<file path="src/rtl/rr_grant_responder.sv">
// Resource-side responder for a round-robin arbiter: latches the one-hot grant as
// owner, serves it for a per-requester length, then pulses ack/done and counts the transaction.
module rr_grant_responder #(
  parameter int WIDTH = 4,
  parameter int LEN_W = 4,
  parameter int CNT_W = 8
) (
  input  logic                   clk,
  input  logic                   resetb,
  input  logic [WIDTH-1:0]       grant,
  input  logic [WIDTH*LEN_W-1:0] svc_len,
  output logic                   ack,
  output logic                   busy,
  output logic [WIDTH-1:0]       owner,
  output logic [WIDTH-1:0]       done,
  output logic                   err,
  output logic [CNT_W-1:0]       txn_cnt
);

  typedef enum logic [1:0] {IDLE, SERVE, ACK} state_e;

  state_e           state_q;
  logic [LEN_W-1:0] cnt_q;
  logic [WIDTH-1:0] owner_q, done_q;
  logic [CNT_W-1:0] txn_cnt_q;
  logic             ack_q, busy_q, err_q, viol_q;

  logic [LEN_W-1:0] len_sel, len_d;
  logic             grant_hot, viol_d, err_d;

  assign grant_hot = $onehot(grant);

  // Only the granted field survives the mask, so OR-reduction selects it.
  always_comb begin
    len_sel = '0;
    for (int i = 0; i < WIDTH; i++)
      len_sel = len_sel | (svc_len[i*LEN_W +: LEN_W] & {LEN_W{grant[i]}});
    len_d = (len_sel == '0) ? LEN_W'(1) : len_sel;
  end

  // A violation that persists over several cycles raises err only on its first cycle.
  always_comb begin
    viol_d = 1'b0;
    case (state_q)
      IDLE:    viol_d = (grant != '0) && !grant_hot;
      SERVE:   viol_d = (grant != owner_q);
      default: viol_d = 1'b0;
    endcase
    err_d = viol_d && !viol_q;
  end

  always_ff @(posedge clk or negedge resetb) begin
    if (!resetb) begin
      state_q   <= IDLE;
      cnt_q     <= '0;
      owner_q   <= '0;
      done_q    <= '0;
      txn_cnt_q <= '0;
      ack_q     <= 1'b0;
      busy_q    <= 1'b0;
      err_q     <= 1'b0;
      viol_q    <= 1'b0;
    end else begin
      ack_q  <= 1'b0;
      done_q <= '0;
      err_q  <= err_d;
      viol_q <= viol_d;
      case (state_q)
        IDLE: begin
          if (grant_hot) begin
            owner_q <= grant;
            cnt_q   <= len_d;
            busy_q  <= 1'b1;
            state_q <= SERVE;
          end
        end
        SERVE: begin
          if (cnt_q == LEN_W'(1)) begin
            ack_q     <= 1'b1;
            done_q    <= owner_q;
            txn_cnt_q <= txn_cnt_q + CNT_W'(1);
            state_q   <= ACK;
          end else begin
            cnt_q <= cnt_q - LEN_W'(1);
          end
        end
        ACK: begin
          owner_q <= '0;
          busy_q  <= 1'b0;
          state_q <= IDLE;
        end
        default: state_q <= IDLE;
      endcase
    end
  end

  assign ack     = ack_q;
  assign busy    = busy_q;
  assign owner   = owner_q;
  assign done    = done_q;
  assign err     = err_q;
  assign txn_cnt = txn_cnt_q;

endmodule

</file>
<file path="config.mk">
export PLATFORM = sky130hd
export DESIGN_NAME = rr_grant_responder
export DESIGN_NICKNAME = d
export VERILOG_FILES = /design/src/rtl/rr_grant_responder.sv
export SDC_FILE = /design/constraint.sdc
export NUM_CORES = 1
export LEC_CHECK = 0
export BUFFER_PORTS_ARGS = -buffer_cell sky130_fd_sc_hd__buf_2
export CORE_MARGIN = 2
export CORE_UTILIZATION = 55
export DETAILED_ROUTE_END_ITERATION = 6
export HOLD_SLACK_MARGIN = 0.15
export PLACE_DENSITY_LB_ADDON = 0.2
export SYNTH_ARGS = -nofsm -noshare
export SYNTH_HDL_FRONTEND = slang
export SYNTH_SLANG_ARGS = --single-unit
export TNS_END_PERCENT = 1
</file>
<file path="constraint.sdc">
create_clock -name clk -period 2.6 [get_ports clk]
set_input_delay 0.13 -clock clk [delete_from_list [all_inputs] [get_ports clk]]
set_output_delay 0.13 -clock clk [all_outputs]
set_load 0.02 [all_outputs]
</file>
After elaboration in Yosys (flattened, before gate mapping)
Cells that the tools add are included.
{"block": "classes", "n_bitwise": 7, "n_addsub": 5, "eq_ne": 8, "mux": 16, "n_reduce_logical": 13}
{"op": "$mux W4", "n": 6}
{"op": "$and A4 B4 Y4", "n": 4}
{"op": "$pmux W4 S2", "n": 2}
{"op": "$or A4 B4 Y4", "n": 3}
{"op": "$add A8 B1 Y8 const B", "n": 1}
{"op": "$ne A2 B2 Y1 const B", "n": 3}
{"op": "$reduce_and A2 Y1", "n": 3}
{"op": "$add A1 B1 Y2", "n": 2}
{"op": "$eq A4 B1 Y1 const B", "n": 1}
{"op": "$logic_not A4 Y1", "n": 1}
{"op": "$mux W2", "n": 2}
{"op": "$ne A4 B4 Y1", "n": 1}
{"op": "$pmux W1 S2", "n": 2}
{"op": "$pmux W2 S2", "n": 1}
{"op": "$reduce_bool A2 Y1", "n": 2}
{"op": "$reduce_bool A4 Y1", "n": 1}
{"op": "$sub A4 B1 Y4 const B", "n": 1}
{"op": "$add A2 B2 Y3", "n": 1}
{"op": "$eq A3 B1 Y1 const B", "n": 1}
{"op": "$mux W1", "n": 3}
{"op": "$reduce_and A3 Y1", "n": 1}
{"op": "$eq A2 B1 Y1 const B", "n": 1}
{"op": "$eq A2 B2 Y1 const B", "n": 1}
{"op": "$logic_and A1 B1 Y1", "n": 2}
{"op": "2 further kinds", "n": 3}
{"block": "totals", "out_inout_bits": 19, "in_bits": 22, "ff_bits": 26}

Logic depth before layout (Yosys ltp)
{"block": "logic_depth", "word_depth": 8, "depth_mapped": 10, "depth_no_buf": 9}

Worst setup path before layout
No wires, ideal clock.
{"block": "synth_timing", "path_kind": "input port to flip-flop", "startpoint": "input grant[0]", "endpoint": "register cnt_q[1]", "arrival_ns": 2.291, "path_slack_ns": 0.184, "setup_time_ns": 0.125, "stages": 10, "path_buffers": 1, "path_cell_list": "buf_2 inv_1 fa_1 inv_1 ha_1 ha_1 nor4b_4 a21oi_4 nor2_4 mux2_4"}
{"block": "synth_between", "elab_chain_cells": 8}
{"item": "start, declared", "line": "10", "rtl": "input logic [WIDTH-1:0] grant,"}
{"item": "$and A4 B4 Y4", "line": "37", "rtl": "len_sel = len_sel | (svc_len[i*LEN_W +: LEN_W] & {LEN_W{grant[i]}});"}
{"item": "$or A4 B4 Y4 (3 in series)", "line": "37"}
{"item": "$logic_not A4 Y1", "line": "38", "rtl": "len_d = (len_sel == '0) ? LEN_W'(1) : len_sel;"}
{"item": "$mux W4", "line": "38"}
{"item": "$mux W4", "line": "70", "rtl": "if (grant_hot) begin"}
{"item": "$pmux W4 S2", "line": "68", "rtl": "case (state_q)"}
{"item": "end signal, assigned", "line": "72", "rtl": "cnt_q <= len_d;"}
{"item": "end signal, assigned", "line": "84", "rtl": "cnt_q <= cnt_q - LEN_W'(1);"}
{"item": "end, declared", "line": "23", "rtl": "logic [LEN_W-1:0] cnt_q;"}
Several ways; a longest one is shown, not always the timed one. The select of a mux whose other input is x is not followed.
A chain may end at the register's enable or synchronous reset.

Worst setup path in the final report
{"block": "layout_timing", "startpoint": "input grant[0]", "endpoint": "register owner_q[2] (netlist: owner[2])"}
{"block": "layout_between", "elab_chain_cells": 5}
{"item": "$add A1 B1 Y2 (implied by the code)", "line": "31", "rtl": "assign grant_hot = $onehot(grant);"}
{"item": "$add A2 B2 Y3 (implied by the code)", "line": "31"}
{"item": "$eq A3 B1 Y1", "line": "31"}
{"item": "$ne A2 B2 Y1 (no line)"}
{"item": "$reduce_and A2 Y1 (no line)"}
{"item": "end signal, assigned", "line": "71", "rtl": "owner_q <= grant;"}
{"item": "end, declared", "line": "24", "rtl": "logic [WIDTH-1:0] owner_q, done_q;"}
No other way between the ends.

==> flow_metrics.py <==
metrics = {
    "worst_setup_path": {
        "cp_max_fo": 7,
        "crit_buf_inv": 3,
        "crit_required_ps": 2830,
        "crit_path_top_delay_cell": "or3b_2",
        "worst-setup-path-type": "in -> reg",
        "worstSetupStartpointType": "primary input",
        "path_delay_family": "adder cells",
        "path_cells": "buf_2 > inv_1 > fa_1 > inv_1 > ha_1 > ha_1 > or3b_2 > a21o_1 > a32o_1",
        "cpPeakStageDelay_ps": 540,
        "crit_path_end_kind": "register",
        "critPathArrivalTime_ps": 2410,
    },
    "die": {
        "ios": 41,
        "dieArea_mm2": 0.002992,
        "die_y_um": 54.70,
        "placementRows": 18,
        "start_util_pct": 57.59,
        "die-width_um": 54.70,
        "core-area_mm2": 0.002455,
    },
    "timing": {
        "worst-slew-pin-transition_ps": 554.9,
        "slew_headroom_pct": 63.00,
        "clock_skew_ps": 1.179,
        "slew_viol_final": 0,
        "fmax_ghz": 0.4584,
        "setup_viol": 0,
        "fin_crit_ps": 2181,
        "holdWs_ps": 193.2,
        "fin_tns_setup_ps": 0,
        "rsz0062_at_grt": "false",
        "period_share_pct": 83.90,
        "final-hold-violation-count": 0,
    },
    "power_and_ir_drop": {
        "power.leakage_uw": 0.0008454,
        "irDropWorstVdd_v": 0.0006012,
        "cellPowerDensity_mw_per_mm2": 903.6,
    },
    "route": {
        "drcViolationCount": 0,
        "vias_per_cell": 5.465,
        "num_vias": 1093,
        "firstDrtPassIters": 5,
        "wl_per_cell_um": 14.44,
        "ant_nets": 0,
        "drt_first_iter_violations": 16,
        "wirelength_um": 2888,
    },
    "synth": {
        "synth_cell_type_count": 39,
        "yosysWarnings": 0,
        "ys.flop_type": "dfrtp_1",
        "syn_area_mm2": 0.001414,
        "synth.avg_cell_area_um2": 10.96,
        "yosys.area.top_type_share_pct": 46.02,
        "yosysSeqAreaShare_pct": 46.02,
        "ys_top_cells_by_area": "dfrtp_1 46%, ha_1 5.3%, a22oi_1 4.8%",
        "async_flop_share_pct": 100.0,
        "syn_inst": 129,
        "yosysTopAreaCell": "dfrtp_1",
        "synth_seq_cells": 26,
        "synth_enable_flop_cells": 0,
        "syn-num-nets": 158,
    },
    "job": {
        "cap_viol_max_count": 0,
    },
    "cells_and_area": {
        "fin_nets": 200,
        "fillers": 194,
        "final_common_cell": "buf_2",
        "antenna_cells": 0,
        "syn_to_final_growth_pct": 19.65,
        "drive_gt1_share_pct": 35.29,
        "layout_common_cells": "40 x buf_2, 26 x dfrtp_1, 11 x inv_1",
    },
    "place": {
        "dpl.hpwl_um": 2186,
        "port_buffers": 40,
        "gp_congestion": 0.8406,
    },
    "clocking": {
        "cts.sinks": 26,
        "cts_buffers": 3,
        "clk_latency_ps": 320,
        "tritoncts": "built",
        "clockBufferDepth": 2,
        "post_cts_buffers": 0,
        "cts-root-buf": "clkbuf_4",
        "post_cts_resized": 0,
        "clkTransAtPathRegs_ps": 140,
        "h-tree-depth": 1,
    },
    "min_path": {
        "hold_class": "in -> reg",
    },
    "global_routing": {
        "grt_pass1_vias": 943,
        "grt-ovfl-total": 0,
        "grt_usage_pct": 21.13,
        "grt_start_max_net_pins": 27,
        "antenna_found_initial": 0,
        "grt_pass1_wl_um": 4422,
    },
    "outcome": {
        "status": "finished, final reports clean",
    },
}
## where the power goes
group / switching [uW] / internal (uW)
combinational: 329 / 275
sequential: 138 / 512
clock: 119 / 156
total: 586 / 943
## state kept, by name, summed over array words and instances (netlist names)
| name | count |
|---|---|
| txn_cnt | 8 |
| cnt_q | 4 |
| done | 4 |
| owner | 4 |
| state_q | 2 |
| ack | 1 |
| busy | 1 |
| err | 1 |
| viol_q | 1 |
## metrics by stage
step                      total power, uW  instances  area [um2]  util [%]  worst slack (ps)
after floorplan                      1086        129        1414         -             183.5
after detailed placement             1259        195        1629     66.36             73.81
final                                1529        200        1692     68.91             418.6
after global placement               1237        195        1629     66.36             152.1
after global routing                 1640        200        1692     68.91             372.5
after CTS                            1543        200        1692     68.91             431.0
## repair_timing
item,in CTS,in global routing
endpoints found under the hold margin,26,0
endpoints found under the setup margin,0,0
hold buffers,1,0
## worst paths after layout
kind | endpoint | from | slack, ps | cells after the start
max | owner[2] | grant[0] | 420 | 9
min | owner[2] | grant[2] | 190 | 2
max reg2reg | txn_cnt[1] | cnt_q[1] | 710 | 5
min reg2reg | err | viol_q | 420 | 1
max in group asynchronous | txn_cnt[0] | resetb | 1930 | 2
min in group asynchronous | ack | resetb | 310 | 2
## layout make-up
| type | instances | area, um2 | area share (%) |
|---|---|---|---|
| clock buffers | 3 | 22.52 | 1.331 |
| clock inverters | 1 | 30.03 | 1.775 |
| inverters | 11 | 41.29 | 2.441 |
| multi-input cells | 87 | 691.9 | 40.90 |
| flip-flops and latches | 26 | 650.6 | 38.46 |
| well taps | 30 | 37.54 | 2.219 |
| repair buffers | 42 | 217.7 | 12.87 |
## per-layer routing
layer | global-route usage [%] | share of wire (%) | wire length (um)
met5 | 0 | 0 | 0
met3 | 5.738 | 3.9 | 114
met2 | 33.73 | 51 | 1467
met4 | 4.583 | 0.73 | 21
met1 | 28.57 | 45 | 1286
## kinds of logic (layout without fill, tap and decap cells)
kind of cell	after synthesis	after routing	synth area share, %
AOI/OAI and AO/OA	28	28	14.51
muxes	2	2	1.858
xor gates and xnor gates	11	11	6.814
adders and majority gates	7	7	6.726
and+or+nand+nor	39	39	19.03
DFF	26	26	46.02
buffers and inverters	16	57	5.044
## cells in the mapped netlist, types with 4 or more instances
cell type,count
dfrtp_1,26
inv_1,11
a22oi_1,9
nand2_1,8
o21ai_0,7
ha_1,6
xnor2_1,6
xor2_1,5
and2_2,4
nand4_1,4
nor2_1,4
No activity file was read; power rests on OpenSTA's default activity.
